$ cat config.mk
export PLATFORM = sky130hd
export DESIGN_NAME = adc_write_controller
export DESIGN_NICKNAME = d
export VERILOG_FILES = /design/src/rtl/adc_write_controller.sv
export SDC_FILE = /design/constraint.sdc
export NUM_CORES = 1
export LEC_CHECK = 0
export CAP_MARGIN = 20
export CELL_PAD_IN_SITES_DETAIL_PLACEMENT = 1
export CELL_PAD_IN_SITES_GLOBAL_PLACEMENT = 1
export CORE_MARGIN = 4
export CORE_UTILIZATION = 39
export CTS_BUF_LIST = sky130_fd_sc_hd__clkbuf_4 sky130_fd_sc_hd__clkbuf_8 sky130_fd_sc_hd__clkbuf_16
export DETAILED_ROUTE_END_ITERATION = 8
export GPL_TIMING_DRIVEN = 0
export HOLD_SLACK_MARGIN = 0.05
export PLACE_DENSITY_LB_ADDON = 0.1
export SLEW_MARGIN = 40
export SYNTH_ARGS = -nofsm -noshare
export SYNTH_HDL_FRONTEND = slang
export SYNTH_SLANG_ARGS = --single-unit
$ cat constraint.sdc
create_clock -name clk -period 4.6 [get_ports clk]
set_clock_uncertainty 0.2 [all_clocks]
set_input_delay 0.46 -clock clk [delete_from_list [all_inputs] [get_ports clk]]
set_output_delay 0.46 -clock clk [all_outputs]
set_load 0.005 [all_outputs]
$ cat src/rtl/adc_write_controller.sv
// ADC capture write controller: arms on an empty FIFO, waits for a trigger, then writes
// CAPTURE_LEN decimated samples into the sample FIFO and waits for the FIFO to drain.
module adc_write_controller #(
    parameter int unsigned DATA_W      = 16,
    parameter int unsigned CAPTURE_LEN = 4096
) (
    input  logic              clk,
    input  logic              rst,
    input  logic [DATA_W-1:0] adc_data,
    input  logic              adc_valid,
    input  logic              arm,
    input  logic              trigger,
    input  logic              abort,
    input  logic [7:0]        decim,
    input  logic              full,
    input  logic              empty,
    output logic              wr_en,
    output logic [DATA_W-1:0] wr_data,
    output logic              busy,
    output logic              capture_done,
    output logic              overflow
);

    localparam int unsigned CntW = $clog2(CAPTURE_LEN + 1);
    localparam logic [CntW-1:0] LastIdx = CntW'(CAPTURE_LEN - 1);

    typedef enum logic [1:0] {StIdle, StArmed, StFill, StWaitDrain} state_e;

    state_e            state_q, state_d;
    logic [CntW-1:0]   sample_cnt_q, sample_cnt_d;
    logic [7:0]        dec_cnt_q, dec_cnt_d;
    logic              wr_en_q, wr_en_d;
    logic [DATA_W-1:0] wr_data_q, wr_data_d;
    logic              done_q, done_d;
    logic              overflow_q, overflow_d;
    logic              eligible;

    // >= rather than == keeps the counter bounded if decim is lowered mid-capture
    assign eligible = adc_valid && (dec_cnt_q >= decim);

    // Next-state, counter and registered-output decode
    always_comb begin
        state_d      = state_q;
        sample_cnt_d = sample_cnt_q;
        dec_cnt_d    = dec_cnt_q;
        wr_en_d      = 1'b0;
        wr_data_d    = wr_data_q;
        done_d       = 1'b0;
        overflow_d   = overflow_q;

        if (abort) begin
            state_d = StIdle;
        end else begin
            unique case (state_q)
                StIdle: begin
                    if (arm && empty) begin
                        state_d    = StArmed;
                        overflow_d = 1'b0;
                    end
                end
                StArmed: begin
                    if (trigger) begin
                        state_d      = StFill;
                        sample_cnt_d = '0;
                        dec_cnt_d    = '0;
                    end
                end
                StFill: begin
                    if (adc_valid) begin
                        dec_cnt_d = eligible ? 8'd0 : dec_cnt_q + 8'd1;
                    end
                    if (eligible) begin
                        if (full) begin
                            overflow_d = 1'b1;
                        end else begin
                            wr_en_d      = 1'b1;
                            wr_data_d    = adc_data;
                            sample_cnt_d = sample_cnt_q + CntW'(1);
                            if (sample_cnt_q == LastIdx) begin
                                done_d  = 1'b1;
                                state_d = StWaitDrain;
                            end
                        end
                    end
                end
                StWaitDrain: begin
                    if (empty) begin
                        state_d = StIdle;
                    end
                end
                default: state_d = StIdle;
            endcase
        end
    end

    // State and datapath registers with synchronous reset
    always_ff @(posedge clk) begin
        if (rst) begin
            state_q      <= StIdle;
            sample_cnt_q <= '0;
            dec_cnt_q    <= '0;
            wr_en_q      <= 1'b0;
            wr_data_q    <= '0;
            done_q       <= 1'b0;
            overflow_q   <= 1'b0;
        end else begin
            state_q      <= state_d;
            sample_cnt_q <= sample_cnt_d;
            dec_cnt_q    <= dec_cnt_d;
            wr_en_q      <= wr_en_d;
            wr_data_q    <= wr_data_d;
            done_q       <= done_d;
            overflow_q   <= overflow_d;
        end
    end

    assign wr_en        = wr_en_q;
    assign wr_data      = wr_data_q;
    assign capture_done = done_q;
    assign overflow     = overflow_q;
    assign busy         = (state_q != StIdle);

endmodule

* Word-level counts from Yosys, hierarchy flattened *
Index checks and enable logic that the tools add are counted.

word-level totals
  register bits after elaboration = 42
  bits of input ports = 32
  output and inout port bits = 20
  word-level logic and storage cells = 61

operators by class
  $add $sub $neg = 2
  magnitude comparators = 1
  equal/unequal tests = 12
  muxes and demuxes = 21
  bitwise operators = 4
  reduce and logical (&&, ||, !) cells = 14

operators by type and width
  cell                                                               count
  13-bit two-way mux                                                 3
  13-bit case mux with 2 select lines                                1
  8-bit two-way mux                                                  3
  2-bit inequality test, second input constant                       8
  8-bit case mux with 2 select lines                                 1
  13-bit by 1-bit adder with 13-bit output, second input constant    1
  13-bit by 12-bit == test with 1-bit output, second input constant  1
  2-bit two-way mux                                                  6
  5-bit AND reduction                                                2
  8-bit by 1-bit adder with 8-bit output, second input constant      1
  8-bit >= comparator                                                1
  2-bit case mux with 4 select lines                                 1
  4-bit AND reduction                                                2
  6-bit AND reduction                                                1
  2-bit nonzero test                                                 3
  1-bit two-way mux                                                  5
  5-bit OR reduction                                                 1
  2-bit == test, second input constant                               2
  1-bit NOT                                                          4
  4-bit OR reduction                                                 1
  2-bit by 1-bit == test with 1-bit output, second input constant    1
  1-bit logical AND                                                  2
  2-bit zero test                                                    1
  1-bit case mux with 2 select lines                                 1
  2-bit OR reduction                                                 1

* Depth between registers and ports, before layout *
  word-level depth = 5
  mapped depth = 10
  mapped depth without buffers = 7

* Worst setup path before layout *
Ideal clock, no wire load.

  path type = in2reg
  from = input port decim[0]
  to = register sample_cnt_q[8]
  library setup time = 70 ps
  arrival time = 2109 ps
  setup slack = 2220 ps
  stages on the path = 8
  cell sequence = ha_1 -> nand2b_1 -> a2111o_1 -> a211oi_2 -> buf_6 -> buf_6 -> o21ai_0 -> a21oi_1

between the ends
  cells in the longest elaborated chain, start to end = 4

ends and longest elaborated chain
  element                          RTL line  text
  start, declared                  14        input logic [7:0] decim,
  8-bit >= comparator              39        assign eligible = adc_valid && (dec_cnt_q >= decim);
  1-bit logical AND                39
  2-bit inequality test (no line)  n/a
  5-bit AND reduction (no line)    n/a
  end signal, assigned             108       sample_cnt_q <= sample_cnt_d;
  end, declared                    30        logic [CntW-1:0] sample_cnt_q, sample_cnt_d;

No other way between the ends.
A chain may end at the register's enable or synchronous reset.

* Worst setup path after layout *
  from = input port decim[0]
  to = register wr_data_q[11] (netlist: wr_data[11])

between the ends
  cells in the longest elaborated chain, start to end = 3

ends and longest elaborated chain
  element                        RTL line  text
  8-bit >= comparator            39
  1-bit logical AND              39
  4-bit AND reduction (no line)  n/a
  end signal, assigned           111       wr_data_q <= wr_data_d;
  end, declared                  33        logic [DATA_W-1:0] wr_data_q, wr_data_d;

No other way between the ends.

==> results.md <==
- Status: finished clean
- Top_reg_cell synth: dfxtp_1
- CP required: 4.63 ns
- N_diodes: 0
- Placed Cells: 387
- Filler Cells Inserted: 671
- Length in cells of the worst reg-to-reg path: 8
- Non-Filler Instances: 395
- Vias in the first global route: ~2.3k
- Synth warn: 0
- Total GRT Usage: between 10% and 20%
- Worst Setup Start Kind: primary input
- Relative slew margins: 56.4%
- Initial Utilization: 40.1%
- GP Congestion: 0.780
- Crit Path Max Fanout: 10
- Postcts setup bufs: 0
- CTS max path bufs: 2
- Fmax: between 0.3 and 0.4 GHz
- # DRC: 0
- Largest net degree at the start of global routing: 14
- Layout Utilization: 52.6%
- Setup CP Type: primary input to flip-flop
- RSZ-0062 raised after global routing: no
- Ys async rst share: 0%
- Hold path depth: 2
- Detailed Place HPWL: 4680 µm
- # resized after CTS: 0
- P per Cell Area: 233 nW/µm²
- Layout area overhead: 31.3%
- Avg Cell Area, Syn: between 8 and 9 µm²
- Initial drt markers: 57
- Final hold viol count: 0
- Vias per inst: about 5.5
- Clock latency on the worst-skew pair: 0.30 ns
- Library cells used by synthesis: 47
- TritonCTS clock tree: yes
- CP Capture Type: flip-flop
- Final wirelength: 6120 µm
- IR drop worst, VDD: 0.160 mV
- Htree depth: 2
- Leak: 1.04 nW
- Final min period: roughly 2.9 ns
- Final ANT Viol Nets: 0
- Final setup violation count: 0
- First-pass GRT wire length: 10,600 µm
- Crit share post-route: 64.0%
- Worst hold slack: 0.279 ns
- Ports: 52
- Layout cells sized above 1: just over 6%
- Area leader, netlist: dfxtp_1
- Hold Crit Class: flip-flop to flip-flop
- Post-Syn Nets: 310
- Crit path DAT: just under 3 ns
- Die ar.: 6920 µm²
- Register area share after synthesis: roughly two fifths
- Hold_buf cts: 0
- Number of synthesized register bits: 42
- Worst Tran Pin Value: 0.653 ns
- Port-buffer cells: 51
- Global route total overflow: 0
- Main area contributors after synthesis: dfxtp_1, ha_1, a21oi_1
- Max_cap viols: 0
- Syn Inst Count: 264
- Clock sinks: 42
- DR vias: 2,173
- Placeable Area: 5510 µm²
- Synth top area share: 38.1%
- Clock root buffer: clkbuf_8
- Reg clk slew, reported paths: about 0.080 ns
- Row count: 27
- DRT Pass-1 Iters: 4
- Final setup TNS: 0 ns
- Num CTS Buffers: 5
- Overall power: 0.000675 W
- Post-DR wirelength/cell: 15.5 µm
- NumNets Final: 368
- Die height: between 80 and 90 µm
- Post-synth EDFFs: 0
- Initial antenna violation count: 0
- Die X: 83.2 µm
- Slew Limit Fails: 0
- Syn Std Cell Area: 2210 µm²
[layout by cell type (no fill, tap or decap), types with 13 or more instances in the layout]
cell             count
clkdlybuf4s50_1     51
dfxtp_1             42
a21oi_1             33
nand3_1             21
o21ai_0             19
nand2_1             17
inv_1               16
ha_1                14
nor2_1              13
[worst paths after layout]
| path | start | slack, ns | end |
|---|---|---|---|
| setup / recovery | decim[0] | 1.66 | wr_data[11] |
| hold / removal | wr_data[14] | 0.28 | wr_data[14] |
| setup reg to reg | dec_cnt_q[0] | 1.75 | wr_data[11] |
| hold reg to reg | wr_data[14] | 0.28 | wr_data[14] |
[metrics by stage]
step	setup slack, ns	area [µm²]
2_1_floorplan	2.22	2210
3_3_place_gp	1.37	2810
3_5_place_dp	1.26	2810
4_1_cts	1.56	2900
5_1_grt	1.42	2900
6_report	1.66	2900
[cell type report]
class / count / area, µm² / area share (%)
Timing Repair Buffer: 51 / 510 / 17.6
Clock buffer: 6 / 76.3 / 2.63
Inverter: 17 / 63.8 / 2.20
Multi-Input combinational cell: 191 / 1220 / 42.1
Tap cell: 72 / 90.1 / 3.11
Clock inverter: 2 / 13.8 / 0.475
Buffer: 14 / 82.6 / 2.85
Sequential cell: 42 / 841 / 29.0
[synthesized netlist by cell type (all sizes together) (2+ instances only)]
master,n
nor4,2
xor2,6
o41ai,3
and2,2
inv,17
nor2,13
a21o,2
nand2b,3
clkbuf,9
a21oi,33
o21ai,24
or3,4
and4,2
or4,8
and3,2
dfxtp,42
a211oi,3
or4b,3
nand2,17
ha,14
nand4,8
o31ai,6
buf,5
a31oi,2
o211ai,2
nand3,21
[routing by layer]
layer / global-route usage [%] / vias to the layer above / share of wire [%] / wire length (µm)
li1: - / 1076 / - / -
met1: 22.1 / 1055 / 43 / 2650
met2: 32.4 / 35 / 51 / 3150
met3: 4.07 / 7 / 3.8 / 232
met4: 5.20 / 0 / 1.4 / 87
met5: 0 / - / 0 / 0
[critical path: stages]
cell,delay (ns)
clkdlybuf4s50_1,0.40
ha_1,0.28
nand2b_1,0.14
a2111o_1,0.45
a21oi_1,0.50
clkbuf_1,0.39
o21ai_0,0.18
a21oi_1,0.17
[registers in the layout, summed over array words and instances, names as in the netlist]
register / flops
capture_done: 1
dec_cnt_q: 8
overflow: 1
sample_cnt_q: 13
state_q: 2
wr_data: 16
wr_en: 1
[power breakdown]
group	total, W	internal, W	switching [W]
logic	0.0000644	0.0000358	0.0000286
clock network	0.000246	0.000113	0.000132
registers	0.000365	0.000364	0.00000119
total	0.000675	0.000513	0.000162
[kinds of logic (layout without fill, tap and decap cells)]
| logic type | count (synthesis) | in the layout | share of synthesized area [%] |
|---|---|---|---|
| DFF | 42 | 42 | 38.1 |
| adders and majority gates | 14 | 14 | 7.94 |
| xor gates and xnor gates | 7 | 7 | 2.78 |
| muxes | 1 | 1 | 0.454 |
| AOI/OAI and AO/OA | 79 | 79 | 21.0 |
| buffers and inverters | 31 | 90 | 6.64 |
| and+or+nand+nor | 90 | 90 | 23.0 |
Note: power is estimated with default switching activity, not from simulation.
